--- src/rtl/packet_transmitter_if.sv ---
// rtl/packet_transmitter_if.sv - host request/payload and router packet signals of packet_transmitter
interface packet_transmitter_if;
    logic       i_Start;
    logic [1:0] i_Address;
    logic [5:0] i_Length;
    logic [7:0] i_Payload_Data;
    logic       i_Payload_Valid;
    logic       o_Payload_Ready;
    logic       i_Sig_Busy;
    logic       o_Valid_Packet;
    logic [7:0] o_Output_Data;
    logic       o_Tx_Busy;
    logic       o_Done;
    logic       o_Request_Error;

    // slave is the transmitter itself; master is the host/router environment around it
    modport slave (
        input  i_Start, i_Address, i_Length, i_Payload_Data, i_Payload_Valid, i_Sig_Busy,
        output o_Payload_Ready, o_Valid_Packet, o_Output_Data, o_Tx_Busy, o_Done, o_Request_Error
    );

    modport master (
        output i_Start, i_Address, i_Length, i_Payload_Data, i_Payload_Valid, i_Sig_Busy,
        input  o_Payload_Ready, o_Valid_Packet, o_Output_Data, o_Tx_Busy, o_Done, o_Request_Error
    );
endinterface

--- src/rtl/packet_transmitter.sv ---
// rtl/packet_transmitter.sv - buffers a payload, then streams header, payload and parity to the router
module packet_transmitter #(
    parameter int MAX_LENGTH = 63
) (
    input  logic               clk,
    input  logic               reset,
    packet_transmitter_if.slave bus
);
    typedef enum logic [2:0] {IDLE, LOAD, HEADER, PAYLOAD, PARITY, DONE} state_t;

    state_t     state;
    logic [1:0] addr_q;
    logic [5:0] len_q;
    logic [5:0] wr_ptr;
    logic [5:0] rd_ptr;
    logic [7:0] acc;
    logic [7:0] buffer [MAX_LENGTH];

    logic       req_legal;
    logic       load_last;
    logic [5:0] rd_next;

    assign req_legal = (bus.i_Address != 2'd3) && (bus.i_Length != 6'd0) &&
                       ({1'b0, bus.i_Length} <= 7'(MAX_LENGTH));
    assign load_last = bus.i_Payload_Valid && (wr_ptr == len_q - 6'd1);
    assign rd_next   = rd_ptr + 6'd1;

    // Payload storage is deliberately left out of reset.
    always_ff @(posedge clk) begin
        if (state == LOAD && bus.i_Payload_Valid)
            buffer[wr_ptr] <= bus.i_Payload_Data;
    end

    always_ff @(posedge clk or negedge reset) begin
        if (!reset) begin
            state               <= IDLE;
            addr_q              <= 2'd0;
            len_q               <= 6'd0;
            wr_ptr              <= 6'd0;
            rd_ptr              <= 6'd0;
            acc                 <= 8'h00;
            bus.o_Valid_Packet  <= 1'b0;
            bus.o_Output_Data   <= 8'h00;
            bus.o_Payload_Ready <= 1'b0;
            bus.o_Tx_Busy       <= 1'b0;
            bus.o_Done          <= 1'b0;
            bus.o_Request_Error <= 1'b0;
        end else begin
            bus.o_Done          <= 1'b0;
            bus.o_Request_Error <= 1'b0;
            case (state)
                IDLE: begin
                    if (bus.i_Start) begin
                        if (req_legal) begin
                            addr_q              <= bus.i_Address;
                            len_q               <= bus.i_Length;
                            wr_ptr              <= 6'd0;
                            state               <= LOAD;
                            bus.o_Payload_Ready <= 1'b1;
                            bus.o_Tx_Busy       <= 1'b1;
                        end else begin
                            bus.o_Request_Error <= 1'b1;
                        end
                    end
                end
                LOAD: begin
                    if (bus.i_Payload_Valid) begin
                        wr_ptr <= wr_ptr + 6'd1;
                        if (load_last) begin
                            state               <= HEADER;
                            bus.o_Payload_Ready <= 1'b0;
                            bus.o_Valid_Packet  <= 1'b1;
                            bus.o_Output_Data   <= {len_q, addr_q};
                            acc                 <= {len_q, addr_q};
                        end
                    end
                end
                HEADER: begin
                    if (!bus.i_Sig_Busy) begin
                        state             <= PAYLOAD;
                        rd_ptr            <= 6'd0;
                        bus.o_Output_Data <= buffer[0];
                    end
                end
                PAYLOAD: begin
                    // The byte on the bus is the one being accepted, so fold it in now.
                    if (!bus.i_Sig_Busy) begin
                        acc <= acc ^ bus.o_Output_Data;
                        if (rd_ptr == len_q - 6'd1) begin
                            state              <= PARITY;
                            bus.o_Valid_Packet <= 1'b0;
                            bus.o_Output_Data  <= acc ^ bus.o_Output_Data;
                        end else begin
                            rd_ptr            <= rd_next;
                            bus.o_Output_Data <= buffer[rd_next];
                        end
                    end
                end
                PARITY: begin
                    if (!bus.i_Sig_Busy) begin
                        state             <= DONE;
                        bus.o_Done        <= 1'b1;
                        bus.o_Output_Data <= 8'h00;
                    end
                end
                DONE: begin
                    state         <= IDLE;
                    bus.o_Tx_Busy <= 1'b0;
                end
                default: begin
                    state               <= IDLE;
                    bus.o_Valid_Packet  <= 1'b0;
                    bus.o_Payload_Ready <= 1'b0;
                    bus.o_Tx_Busy       <= 1'b0;
                end
            endcase
        end
    end
endmodule

--- src/flat_wrapper.sv ---
// flat-port wrapper written by rule: the top's interface ports become plain ports
module packet_transmitter_flat 
#(
    parameter int MAX_LENGTH = 63
)
  (clk, reset, bus_i_Start, bus_i_Address, bus_i_Length, bus_i_Payload_Data, bus_i_Payload_Valid, bus_i_Sig_Busy, bus_o_Payload_Ready, bus_o_Valid_Packet, bus_o_Output_Data, bus_o_Tx_Busy, bus_o_Done, bus_o_Request_Error);
  packet_transmitter_if bus_i ();
  input  logic clk;
  input  logic reset;
  input wire logic [$bits(bus_i.i_Start)-1:0] bus_i_Start;
  input wire logic [$bits(bus_i.i_Address)-1:0] bus_i_Address;
  input wire logic [$bits(bus_i.i_Length)-1:0] bus_i_Length;
  input wire logic [$bits(bus_i.i_Payload_Data)-1:0] bus_i_Payload_Data;
  input wire logic [$bits(bus_i.i_Payload_Valid)-1:0] bus_i_Payload_Valid;
  input wire logic [$bits(bus_i.i_Sig_Busy)-1:0] bus_i_Sig_Busy;
  output wire logic [$bits(bus_i.o_Payload_Ready)-1:0] bus_o_Payload_Ready;
  output wire logic [$bits(bus_i.o_Valid_Packet)-1:0] bus_o_Valid_Packet;
  output wire logic [$bits(bus_i.o_Output_Data)-1:0] bus_o_Output_Data;
  output wire logic [$bits(bus_i.o_Tx_Busy)-1:0] bus_o_Tx_Busy;
  output wire logic [$bits(bus_i.o_Done)-1:0] bus_o_Done;
  output wire logic [$bits(bus_i.o_Request_Error)-1:0] bus_o_Request_Error;
  assign bus_i.i_Start = bus_i_Start;
  assign bus_i.i_Address = bus_i_Address;
  assign bus_i.i_Length = bus_i_Length;
  assign bus_i.i_Payload_Data = bus_i_Payload_Data;
  assign bus_i.i_Payload_Valid = bus_i_Payload_Valid;
  assign bus_i.i_Sig_Busy = bus_i_Sig_Busy;
  assign bus_o_Payload_Ready = bus_i.o_Payload_Ready;
  assign bus_o_Valid_Packet = bus_i.o_Valid_Packet;
  assign bus_o_Output_Data = bus_i.o_Output_Data;
  assign bus_o_Tx_Busy = bus_i.o_Tx_Busy;
  assign bus_o_Done = bus_i.o_Done;
  assign bus_o_Request_Error = bus_i.o_Request_Error;
  packet_transmitter #(.MAX_LENGTH(MAX_LENGTH)) u_core (.clk(clk), .reset(reset), .bus(bus_i));
endmodule
--- config.mk ---
export PLATFORM = sky130hd
export DESIGN_NAME = packet_transmitter_flat
export DESIGN_NICKNAME = d
export VERILOG_FILES = /design/src/rtl/packet_transmitter_if.sv /design/src/rtl/packet_transmitter.sv /design/src/flat_wrapper.sv
export SDC_FILE = /design/constraint.sdc
export NUM_CORES = 1
export LEC_CHECK = 0
export ABC_AREA = 1
export BUFFER_PORTS_ARGS = -buffer_cell sky130_fd_sc_hd__buf_4
export CAP_MARGIN = 20
export CORE_UTILIZATION = 40
export CTS_BUF_LIST = sky130_fd_sc_hd__clkbuf_16
export DETAILED_ROUTE_END_ITERATION = 10
export SLEW_MARGIN = 10
export SYNTH_ARGS = -nofsm -noshare
export SYNTH_HDL_FRONTEND = slang
export SYNTH_SLANG_ARGS = --single-unit
--- constraint.sdc ---
create_clock -name clk -period 2.5 [get_ports clk]
set_input_delay 0.375 -clock clk [delete_from_list [all_inputs] [get_ports clk]]
set_output_delay 0.375 -clock clk [all_outputs]
set_load 0.01 [all_outputs]
==> results of run 1 <==
[metrics by stage]
stage | util (%) | power, mW | hold WS [ns]
final | 46.94 | 26.10 | 0.05646
after global routing | 46.94 | 27.36 | 0.04921
after CTS | 46.77 | 26.09 | 0.03122
after detailed placement | 43.53 | 17.90 | 0.4263
after global placement | 43.53 | 17.83 | 0.4161
after floorplan | - | 15.52 | 0.07941
[cell type report]
type                            count  area [sq um]  area share [%]
Sequential cell                   548         16240           59.96
Clock inverter                     45         417.9           1.543
Tap cell                          765         957.2           3.534
Clock buffer                       54          1351           4.990
Timing Repair Buffer              165          1580           5.835
Inverter                           57         231.5          0.8547
Multi-Input combinational cell   1389          6305           23.28
[flip-flops by register name, summed over array words and instances (netlist names)]
register and count:
u_core.bus.o_Request_Error 1, u_core.wr_ptr 6, u_core.addr_q 2, u_core.rd_ptr 6, u_core.bus.o_Output_Data 8, u_core.bus.o_Payload_Ready 1
u_core.buffer 504, u_core.bus.o_Valid_Packet 1, u_core.state 3, u_core.bus.o_Tx_Busy 1, u_core.acc 8, u_core.bus.o_Done 1
u_core.len_q 6
[metal layers]
| metal | up-vias | global-route usage, % | share of wire (%) |
|---|---|---|---|
| met5 | - | 0 | 0 |
| met4 | 0 | 7.665 | 3.2 |
| met3 | 113 | 4.263 | 7.7 |
| met1 | 8115 | 28.20 | 42 |
| li1 | 7544 | - | - |
| met2 | 634 | 33.69 | 47 |
[kinds of logic after synthesis]
logic type      Yosys count
xor+xnor                 16
simple gates           1308
buf+inv                 170
fa+ha+maj                 4
flops                   548
compound gates           61
[worst max-delay path by stage]
stage | from | end | slack (ns) | depth (start not counted)
floorplan | u_core.state[0] | u_core.buffer[0][0] | 0.38 | 10
global placement | u_core.rd_ptr[0] | u_core.bus.o_Output_Data[0] | 0.12 | 14
detailed placement | u_core.rd_ptr[0] | u_core.bus.o_Output_Data[0] | 0.12 | 14
CTS | u_core.rd_ptr[0] | u_core.bus.o_Output_Data[0] | 0.09 | 14
global route | u_core.rd_ptr[0] | u_core.bus.o_Output_Data[0] | 0.03 | 11
finish | u_core.rd_ptr[0] | u_core.bus.o_Output_Data[0] | 0.12 | 11
[where the power goes]
part | total [mW] | switching, mW | leakage [nW] | internal, mW
registers | 10.7 | 0.335 | 5.08 | 10.3
clock network | 8.18 | 3.52 | 0.870 | 4.66
logic | 7.24 | 4.85 | 4.10 | 2.40
[critical path: cells and delay by family, from the launching register on]
kind,cells,cell delay (ns)
buffers and inverters,1,0.30
adder cells (fa/ha/maj),1,0.34
AO/OA/AOI/OAI,1,0.06
flip-flops,1,0.50
AND/OR/NAND/NOR,8,1.00
[cell usage in the layout, fill, tap and decap left out, types with 7 or more instances in the layout]
master / count
dfrtp_1: 43
a21oi_1: 15
clkinv_2: 11
o21ai_1: 8
dlygate4sd3_1: 10
inv_2: 16
nand2_2: 7
bufinv_16: 7
clkinv_1: 15
buf_12: 19
inv_1: 43
nor2_2: 8
nand3_1: 494
xor2_1: 13
clkbuf_16: 56
nand2_1: 660
nand3_2: 8
o21ai_0: 23
buf_4: 131
edfxtp_1: 504
nor2_1: 114
[repair_timing]
item                                    in CTS  in global routing
hold buffers                                10                  0
endpoints found under the hold margin       53                  0
endpoints found under the setup margin       0                  8
gates resized for setup                      0                  9
==> out/metrics.csv, run 1 <==
stage,metric,value,unit
placement,dpl ws,0.1171,ns
synthesis,most numerous cell in the Yosys netlist,nand2_1,
synthesis,post-synthesis async set-or-reset flop share,8.029,%
global_route,global-route wire length before repair,94830,microns
timing,Final Hold Vio Count,0,
setup_path,"Slowest-stage cell, CP",dfrtp_4,
synthesis,Most used DFF post-synth,edfxtp_1,
cells_and_area,ANT cells,0,
worst_hold_path,hold path depth,3,
floorplan,Row Count,88,
synthesis,Post-synth EDFFs,504,
cells_and_area,Final Non-Filler Cells,3023,
placement,Placement Cell Area,25110,sq um
flow_run,number of max-cap violations,0,
synthesis,largest family of logic cells by synthesized area,simple AND/OR/NAND/NOR gates,
timing,min Tclk post-route,2.382,ns
detailed_routing,post-route ant nets,0,
setup_path,Required @ worst endpoint,2.99,ns
cells_and_area,Syn-to-layout area delta,15.93,%
synthesis,Post-Synth Adder-Cell Area,0.2142,%
detailed_routing,wire per inst,20.88,microns
setup_path,CP most frequent cell,nand3_1,
floorplan,starting density of the core,40.49,%
detailed_routing,Initial DRC Count,1635,
status,status,"complete, no violations",
synthesis,YS warnings,0,
clocking,CTS HTree Levels,2,
detailed_routing,DRT Pass-1 Iters,6,
setup_path,RR Startpoint,u_core.rd_ptr[0],
synthesis,Synth Area in XOR/XNOR,0.7445,%
setup_path,kind of start point of the critical path,flop,
global_route,vias in the first global route,16060,
timing,fin worst setup slack,0.1180,ns
setup_path,critical path peak fanout,64,
timing,Max-slew headroom,44.66,%
worst_hold_path,Hold Path Sink,u_core.bus.o_Request_Error,
setup_path,crit-path cells,ha_4 -> buf_12 -> nand3_1 -> nand3_1 -> nand3_1 -> nand3_1 -> nand3_1 -> nand2_1 -> nand2_1 -> nand2_1 -> a21oi_1,
synthesis,"top cells by area, synth","edfxtp_1, nand3_1, nand2_1",
floorplan,Die H,243.7,microns
floorplan,IO Count,34,
timing,final setup fails,0,
detailed_routing,WL final,63130,microns
synthesis,Syn Nets,2132,
cells_and_area,layout cell share with drive strength beyond 1,13.02,%
synthesis,sequential share of the synthesized area,69.50,%
cells_and_area,nets@finish,2240,
detailed_routing,Via-to-Cell Ratio,5.427,
setup_path,worst reg-to-reg path cell count,11,
detailed_routing,total vias in the final route,16410,
cells_and_area,design area,27080,sq um
setup_path,WP data arrival,2.87,ns
global_route,largest net degree at the start of global routing,84,
timing,setup TNS,0,ns
setup_path,worst reg2reg path endpoint,u_core.bus.o_Output_Data[0],
synthesis,Synth Instances,2107,
floorplan,core footprint,57700,sq um
worst_hold_path,hold path start,bus_i_Start,
setup_path,largest stage delay on the critical path,0.50,ns
global_route,initial antenna violation count,0,
power_and_ir_drop,P per Cell Area,963.8,nW/um^2
clocking,clk_lat worst skew,0.62,ns
timing,Final Skew,0.01735,ns
synthesis,Yosys reg bits,548,
synthesis,top cell type's share of synthesized area,64.79,%
synthesis,"top cells by count, synth","nand2_1, edfxtp_1, nand3_1, nor2_1, buf_2",
clocking,cts bufs inserted,54,
power_and_ir_drop,Peak VDD IR,545.0,uV
power_and_ir_drop,leakage power,10.06,nW
detailed_routing,drt drc,0,
synthesis,Simple-Gate Fraction of Synth Area,24.36,%
clocking,Clock Pin Slew Worst Setup and Hold Paths,0.06,ns
worst_hold_path,Worst Hold Class,in2reg,
floorplan,die area,59370,sq um
synthesis,post-synthesis compound-gate area fraction,1.527,%
synthesis,Post-Syn Area,23360,sq um
clocking,CTS Buffer Depth,3,
timing,FMAX,0.4198,GHz
synthesis,Synth area leader,edfxtp_1,
clocking,Clock Tree Root,clkbuf_16,
global_route,total gr overflow,0,
timing,unrepaired setup endpoints after global routing,no,
setup_path,crit end category,flop,
clocking,CTS tree,yes,
timing,Worst-Margin Slew,0.8300,ns
placement,DP Wirelength,37850,microns
floorplan,Die Width,243.7,microns
global_route,GRT Overall Usage,21.00,%
clocking,# Post-CTS Setup Buffers,0,
synthesis,post-synthesis mux area share,0,%
synthesis,syn_area_per_cell,11.09,sq um
clocking,total number of clock tree sinks,548,
cells_and_area,fill count,5258,
timing,final cycle utilization of the critical path,95.28,%
synthesis,Synth cell types,40,
placement,Port Buf Inserts,33,
setup_path,WS Path Type,reg2reg,
placement,Placer Congestion,0.9563,
timing,max-slew violations,0,
setup_path,FF-to-FF setup slack,0.12,ns
placement,Placed Cells,2912,
No activity file was read; power rests on OpenSTA's default activity.
==> inputs of run 2 (changes only) <==
--- a/config.mk
+++ b/config.mk
@@ -11,6 +11,7 @@
 export CORE_UTILIZATION = 40
 export CTS_BUF_LIST = sky130_fd_sc_hd__clkbuf_16
 export DETAILED_ROUTE_END_ITERATION = 10
+export RECOVER_POWER = 25
 export SLEW_MARGIN = 10
 export SYNTH_ARGS = -nofsm -noshare
 export SYNTH_HDL_FRONTEND = slang
==> out/metrics.csv, run 2 (same netlist as run 1, synthesis figures left out) <==
stage,metric,value,unit,change
status,status,"finished, violations left",,"was complete, no violations"
status,failing checks,"max-capacitance violations, max-slew violations",,
power_and_ir_drop,leakage power,10.05,nW,was 10.06 nW
floorplan,starting density of the core,40.49,%,unchanged
timing,unrepaired setup endpoints after global routing,no,,unchanged
global_route,GRT Overall Usage,21.00,%,unchanged
timing,Worst-Margin Slew,1.636,ns,was 0.8300 ns
setup_path,"CP delay by family, top",simple AND/OR/NAND/NOR gates,,unchanged
placement,Placer Congestion,0.9563,,unchanged
global_route,largest net degree at the start of global routing,84,,unchanged
global_route,initial antenna violation count,0,,unchanged
detailed_routing,post-route ant nets,0,,unchanged
setup_path,critical path peak fanout,64,,unchanged
setup_path,FF-to-FF setup slack,0.13,ns,was 0.12 ns
setup_path,WP data arrival,2.87,ns,about the same
floorplan,Row Count,88,,unchanged
detailed_routing,total vias in the final route,16310,,was 16.41k
power_and_ir_drop,Net Sw Frac,33.34,%,was 33.33%
power_and_ir_drop,Peak VDD IR,544.7,uV,was 545.0 uV
worst_hold_path,Hold Path Sink,u_core.bus.o_Request_Error,,unchanged
power_and_ir_drop,combinational share of power,27.7,%,about the same
cells_and_area,"most common cell after layout, fill and taps aside",nand2_1,,unchanged
detailed_routing,met3 routed WL,4734,microns,was 4849 microns
cells_and_area,most frequent cells in the layout,"nand2_1, edfxtp_1, nand3_1, buf_4, nor2_1",,unchanged
setup_path,crit end category,flop,,unchanged
setup_path,kind of start point of the critical path,flop,,unchanged
timing,fin worst setup slack,0.1279,ns,was 0.1180 ns
clocking,CTS tree,yes,,unchanged
timing,Final Hold Vio Count,0,,unchanged
timing,Max-slew headroom,-9.037,%,was 44.66%
clocking,Clock Pin Slew Worst Setup and Hold Paths,0.06,ns,about the same
clocking,CTS HTree Levels,2,,unchanged
worst_hold_path,Worst Hold Class,in2reg,,unchanged
worst_hold_path,hold path start,bus_i_Start,,unchanged
setup_path,Required @ worst endpoint,2.99,ns,about the same
setup_path,WS Path Type,reg2reg,,unchanged
detailed_routing,WL final,63020,microns,was 63130 microns
detailed_routing,wl on met1,26720,microns,was 26490 microns
timing,setup TNS,0,ns,unchanged
cells_and_area,nets@finish,2240,,unchanged
setup_path,WP buf/inv,1,,unchanged
setup_path,largest stage delay on the critical path,0.50,ns,about the same
clocking,Clock Tree Root,clkbuf_16,,unchanged
cells_and_area,largest registers,"u_core.buffer: 504 flops, u_core.acc: 8 flops, u_core.bus.o_Output_Data: 8 flops",,unchanged
setup_path,worst reg-to-reg path cell count,11,,unchanged
timing,FMAX,0.4216,GHz,was 0.4198 GHz
cells_and_area,ANT cells,0,,unchanged
clocking,clk_lat worst skew,0.62,ns,about the same
floorplan,Die H,243.7,microns,unchanged
timing,final cycle utilization of the critical path,94.88,%,was 95.28%
placement,dpl ws,0.1171,ns,unchanged
cells_and_area,Syn-to-layout area delta,15.85,%,was 15.93%
power_and_ir_drop,clock share of power,31.3,%,about the same
setup_path,CP most frequent cell,nand3_1,,unchanged
timing,final setup fails,0,,unchanged
cells_and_area,fill count,5263,,was 5258
clocking,total number of clock tree sinks,548,,unchanged
floorplan,die area,59370,sq um,unchanged
floorplan,Die Width,243.7,microns,unchanged
power_and_ir_drop,P_sw,8.706,mW,was 8.700 mW
clocking,CTS Buffer Depth,3,,unchanged
setup_path,Worst path depth,11,,unchanged
floorplan,core footprint,57700,sq um,unchanged
power_and_ir_drop,sequential power share,40.9,%,about the same
setup_path,crit-path cells,ha_4 -> buf_12 -> nand3_1 -> nand3_1 -> nand3_1 -> nand3_1 -> nand3_1 -> nand2_1 -> nand2_1 -> nand2_1 -> a21oi_1,,unchanged
timing,min Tclk post-route,2.372,ns,was 2.382 ns
clocking,cts bufs inserted,54,,unchanged
cells_and_area,layout cell share with drive strength beyond 1,13.02,%,unchanged
placement,Port Buf Inserts,33,,unchanged
global_route,global-route wire length before repair,94830,microns,unchanged
setup_path,worst reg2reg path endpoint,u_core.bus.o_Output_Data[0],,unchanged
timing,Final Skew,0.01560,ns,was 0.01735 ns
floorplan,IO Count,34,,unchanged
cells_and_area,max FFs per register,504,,unchanged
detailed_routing,met2 WL,29570,microns,was 29790 microns
cells_and_area,Reg with most FFs,u_core.buffer,,unchanged
worst_hold_path,hold path depth,3,,unchanged
placement,DP Wirelength,37850,microns,unchanged
detailed_routing,drt drc,0,,unchanged
detailed_routing,DRT Pass-1 Iters,5,,was 6
flow_run,number of max-cap violations,7,,was 0
detailed_routing,Initial DRC Count,1615,,was 1635
setup_path,"Slowest-stage cell, CP",dfrtp_4,,unchanged
setup_path,RR Startpoint,u_core.rd_ptr[0],,unchanged
global_route,total gr overflow,0,,unchanged
detailed_routing,Via-to-Cell Ratio,5.394,,was 5.427
detailed_routing,highest metal used,met4,,unchanged
power_and_ir_drop,Internal Power,17.41,mW,was 17.40 mW
detailed_routing,wire per inst,20.85,microns,was 20.88 microns
global_route,vias in the first global route,16060,,unchanged
power_and_ir_drop,P per Cell Area,965.0,nW/um^2,was 963.8 nW/um^2
timing,max-slew violations,511,,was 0
run 2: changes by cell type in the layout (fill, tap and decap cells not counted), sizes merged:
| cell | previous run | this run |
|---|---|---|
| buf | 153 | 145 |
| clkbuf | 56 | 64 |
run 2: power by group through the flow:
stage | clock network [mW] | registers (mW) | logic, mW
floorplan | 0 | 10.8 | 4.73
global placement | 0 | 10.9 | 6.97
detailed placement | 0 | 10.9 | 7.04
CTS | 8.34 | 10.7 | 7.07
global route | 8.65 | 10.7 | 8.00
finish | 8.18 | 10.7 | 7.24
run 2: stage by stage:
stage	total power [mW]	hold slack (ns)	utilization, %	cell area (sq um)	cells
after floorplan	15.52	0.07941	-	23360	2107
after global placement	17.83	0.4161	43.53	25110	2912
after detailed placement	17.90	0.4263	43.53	25110	2912
after CTS	26.09	0.03122	46.77	26980	3021
final	26.11	0.05581	46.91	27060	3023
after global routing	27.37	0.04921	46.91	27060	3023
run 2: layout make-up:
type / instances / area (sq um) / area share [%]
Clock buffer: 54 / 1351 / 4.993
Clock inverter: 45 / 417.9 / 1.544
Inverter: 57 / 231.5 / 0.8553
Multi-Input combinational cell: 1389 / 6305 / 23.30
Sequential cell: 548 / 16240 / 60.01
Tap cell: 765 / 957.2 / 3.537
Timing Repair Buffer: 165 / 1560 / 5.765
run 2: worst max path at each step:
stage | slack (ns) | to | from
after global placement | 0.12 | u_core.bus.o_Output_Data[0] | u_core.rd_ptr[0]
after detailed placement | 0.12 | u_core.bus.o_Output_Data[0] | u_core.rd_ptr[0]
after CTS | 0.09 | u_core.bus.o_Output_Data[0] | u_core.rd_ptr[0]
after global routing | 0.03 | u_core.bus.o_Output_Data[0] | u_core.rd_ptr[0]
final | 0.13 | u_core.bus.o_Output_Data[0] | u_core.rd_ptr[0]
after floorplan | 0.38 | u_core.buffer[0][0] | u_core.state[0]
run 2: worst reg2reg max path, cell delays in order, from the launching register on:
cell and delay [ns]:
dfrtp_4 0.50, ha_4 0.35, buf_12 0.30, nand3_1 0.25
nand3_1 0.14, nand3_1 0.14, nand3_1 0.18, nand3_1 0.09
nand2_1 0.09, nand2_1 0.10, nand2_1 0.07, a21oi_1 0.06
run 2: what timing repair did:
action | CTS | global route
gates resized for setup | 0 | 9
setup endpoints to repair | 0 | 8
hold buffers | 10 | 0
endpoints found under the hold margin | 53 | 0
buffers inserted | 0 | 0
run 2: layer usage:
layer	up-vias	track usage [%]
met5	-	0
met3	114	4.263
li1	7545	-
met4	0	7.665
met1	8064	28.20
met2	582	33.69
==> inputs of run 3 (changes only) <==
==> constraint.sdc (replaced) <==
create_clock -name clk -period 2.3 [get_ports clk]
set_input_delay 0.345 -clock clk [delete_from_list [all_inputs] [get_ports clk]]
set_output_delay 0.345 -clock clk [all_outputs]
set_load 0.01 [all_outputs]
==> out/metrics.csv, run 3 (same netlist as run 1, synthesis figures left out) <==
stage,metric,value,unit,change
status,status,"finished, violations left",,unchanged
status,failing checks,"max-capacitance violations, max-slew violations",,unchanged
floorplan,starting density of the core,40.49,%,unchanged
global_route,GRT Overall Usage,21.39,%,was 21.00%
global_route,total gr overflow,0,,unchanged
cells_and_area,"most common cell after layout, fill and taps aside",nand2_1,,unchanged
power_and_ir_drop,post-route total power,29.84,mW,was 26.11 mW
cells_and_area,largest registers,"u_core.buffer: 504 flops, u_core.acc: 8 flops, u_core.bus.o_Output_Data: 8 flops",,unchanged
detailed_routing,WL final,65390,microns,was 63020 microns
worst_hold_path,Worst Hold Class,in2reg,,unchanged
clocking,clk_lat worst skew,0.63,ns,was 0.62 ns
timing,unrepaired setup endpoints after global routing,yes,,was no
floorplan,Die H,243.7,microns,unchanged
worst_hold_path,hold path depth,5,,was 3
detailed_routing,total vias in the final route,16620,,was 16.31k
setup_path,WS Path Type,reg2reg,,unchanged
cells_and_area,most frequent cells in the layout,"nand2_1, edfxtp_1, nand3_1, buf_4, nor2_1",,unchanged
setup_path,WP data arrival,2.78,ns,was 2.87 ns
clocking,CTS tree,yes,,unchanged
setup_path,critical path peak fanout,5,,was 64
placement,DP Wirelength,38450,microns,was 37850 microns
cells_and_area,nets@finish,2292,,was 2240
flow_run,number of max-cap violations,6,,was 7
global_route,largest net degree at the start of global routing,81,,was 84
power_and_ir_drop,Peak VDD IR,602.8,uV,was 544.7 uV
setup_path,worst reg-to-reg path cell count,15,,was 11
setup_path,kind of start point of the critical path,flop,,unchanged
timing,hold slack final,0.1902,ns,was 0.05581 ns
placement,Port Buf Inserts,33,,unchanged
cells_and_area,design area,28310,sq um,was 27060 sq um
cells_and_area,max FFs per register,504,,unchanged
clocking,Clock Tree Root,clkbuf_16,,unchanged
detailed_routing,post-route ant nets,0,,unchanged
detailed_routing,wire per inst,21.26,microns,was 20.85 microns
timing,Worst-Margin Slew,2.284,ns,was 1.636 ns
clocking,CTS HTree Levels,2,,unchanged
setup_path,crit end category,flop,,unchanged
floorplan,Row Count,88,,unchanged
detailed_routing,Initial DRC Count,1871,,was 1615
detailed_routing,Via-to-Cell Ratio,5.406,,was 5.394
timing,min Tclk post-route,2.272,ns,was 2.372 ns
clocking,total number of clock tree sinks,548,,unchanged
timing,Final Hold Vio Count,0,,unchanged
clocking,CTS Buffer Depth,3,,unchanged
floorplan,core footprint,57700,sq um,unchanged
setup_path,FF-to-FF setup slack,0.03,ns,was 0.13 ns
floorplan,Die Width,243.7,microns,unchanged
floorplan,die area,59370,sq um,unchanged
cells_and_area,Reg with most FFs,u_core.buffer,,unchanged
cells_and_area,Syn-to-layout area delta,21.20,%,was 15.85%
floorplan,IO Count,34,,unchanged
setup_path,Required @ worst endpoint,2.81,ns,was 2.99 ns
timing,setup TNS,0,ns,unchanged
cells_and_area,fill count,5123,,was 5263
placement,Placer Congestion,0.9049,,was 0.9563
timing,FMAX,0.4402,GHz,was 0.4216 GHz
global_route,global-route wire length before repair,96620,microns,was 94830 microns
detailed_routing,DRT Pass-1 Iters,5,,unchanged
detailed_routing,drt drc,0,,unchanged
placement,Placement Cell Area,25400,sq um,was 25110 sq um
timing,Max-slew headroom,-52.30,%,was -9.037%
timing,final setup fails,0,,unchanged
timing,max-slew violations,302,,was 511
timing,final cycle utilization of the critical path,98.76,%,was 94.88%
timing,Final Skew,0.02268,ns,was 0.01560 ns
clocking,Clock Pin Slew Worst Setup and Hold Paths,0.06,ns,about the same
cells_and_area,ANT cells,0,,unchanged
cells_and_area,layout cell share with drive strength beyond 1,18.40,%,was 13.02%
power_and_ir_drop,leakage power,10.64,nW,was 10.05 nW
power_and_ir_drop,P per Cell Area,1054,nW/um^2,was 965.0 nW/um^2
clocking,cts bufs inserted,57,,was 54
global_route,initial antenna violation count,0,,unchanged
global_route,vias in the first global route,16160,,was 16.06k
==> run 3: layout make-up <==
cell class	count	area [sq um]	share of cell area, %
clock buffers	58	1451	5.126
clock inverters	44	372.9	1.317
inverters	57	257.7	0.9104
multi-input cells	1389	6744	23.82
flip-flops and latches	548	16240	57.36
well taps	765	957.2	3.381
repair buffers	214	2290	8.087
==> run 3: what timing repair did <==
action / CTS / global route
pin swaps: 0 / 18
hold buffers: 11 / 0
endpoints found under the hold margin: 54 / 0
gates resized for setup: 10 / 112
setup buffers: 0 / 13
setup endpoints to repair: 12 / 294
cloned: 3 / 9
==> run 3: per-stage QoR <==
step                instances  utilization, %  worst slack [ns]
finish                   3075           49.07           0.02848
global route             3075           49.07          -0.05642
CTS                      3053           47.62         -0.007613
detailed placement       2937           44.03          -0.05012
global placement         2937           44.03          -0.02166
floorplan                2107               -            0.1793
==> run 3: worst paths after layout <==
path,from,endpoint
min in group asynchronous,reset,u_core.len_q[4]
hold reg to reg,u_core.bus.o_Payload_Ready,u_core.bus.o_Payload_Ready
max in group asynchronous,reset,u_core.rd_ptr[0]
setup / recovery,u_core.rd_ptr[0],u_core.bus.o_Output_Data[6]
setup reg to reg,u_core.rd_ptr[0],u_core.bus.o_Output_Data[6]
hold / removal,bus_i_Payload_Valid,u_core.wr_ptr[1]
==> run 3: power by group <==
group	switching [mW]	leakage [nW]	internal (mW)
clock network	3.85	0.939	5.22
registers	0.326	5.08	11.3
logic	5.80	4.61	3.39
total	9.97	10.6	19.9
==> run 3: metal layers <==
metal,global-route usage [%],up-vias,wire [microns]
li1,-,7657,-
met1,30.22,8242,27850
met2,34.02,620,30920
met3,3.338,104,4953
met4,6.342,0,1657
met5,0,-,0
==> run 3: worst max-delay path, cell delays in order, from the launching register on <==
cell	delay, ns
dfrtp_4	0.51
ha_4	0.38
buf_12	0.15
clkbuf_16	0.16
clkbuf_16	0.15
nand3_2	0.08
nand2_2	0.07
nand2_2	0.07
nand3_1	0.09
nand3_1	0.08
nand2_1	0.08
nand2_1	0.05
nand2_1	0.06
nand2_1	0.07
nand2_1	0.09
a21oi_2	0.05
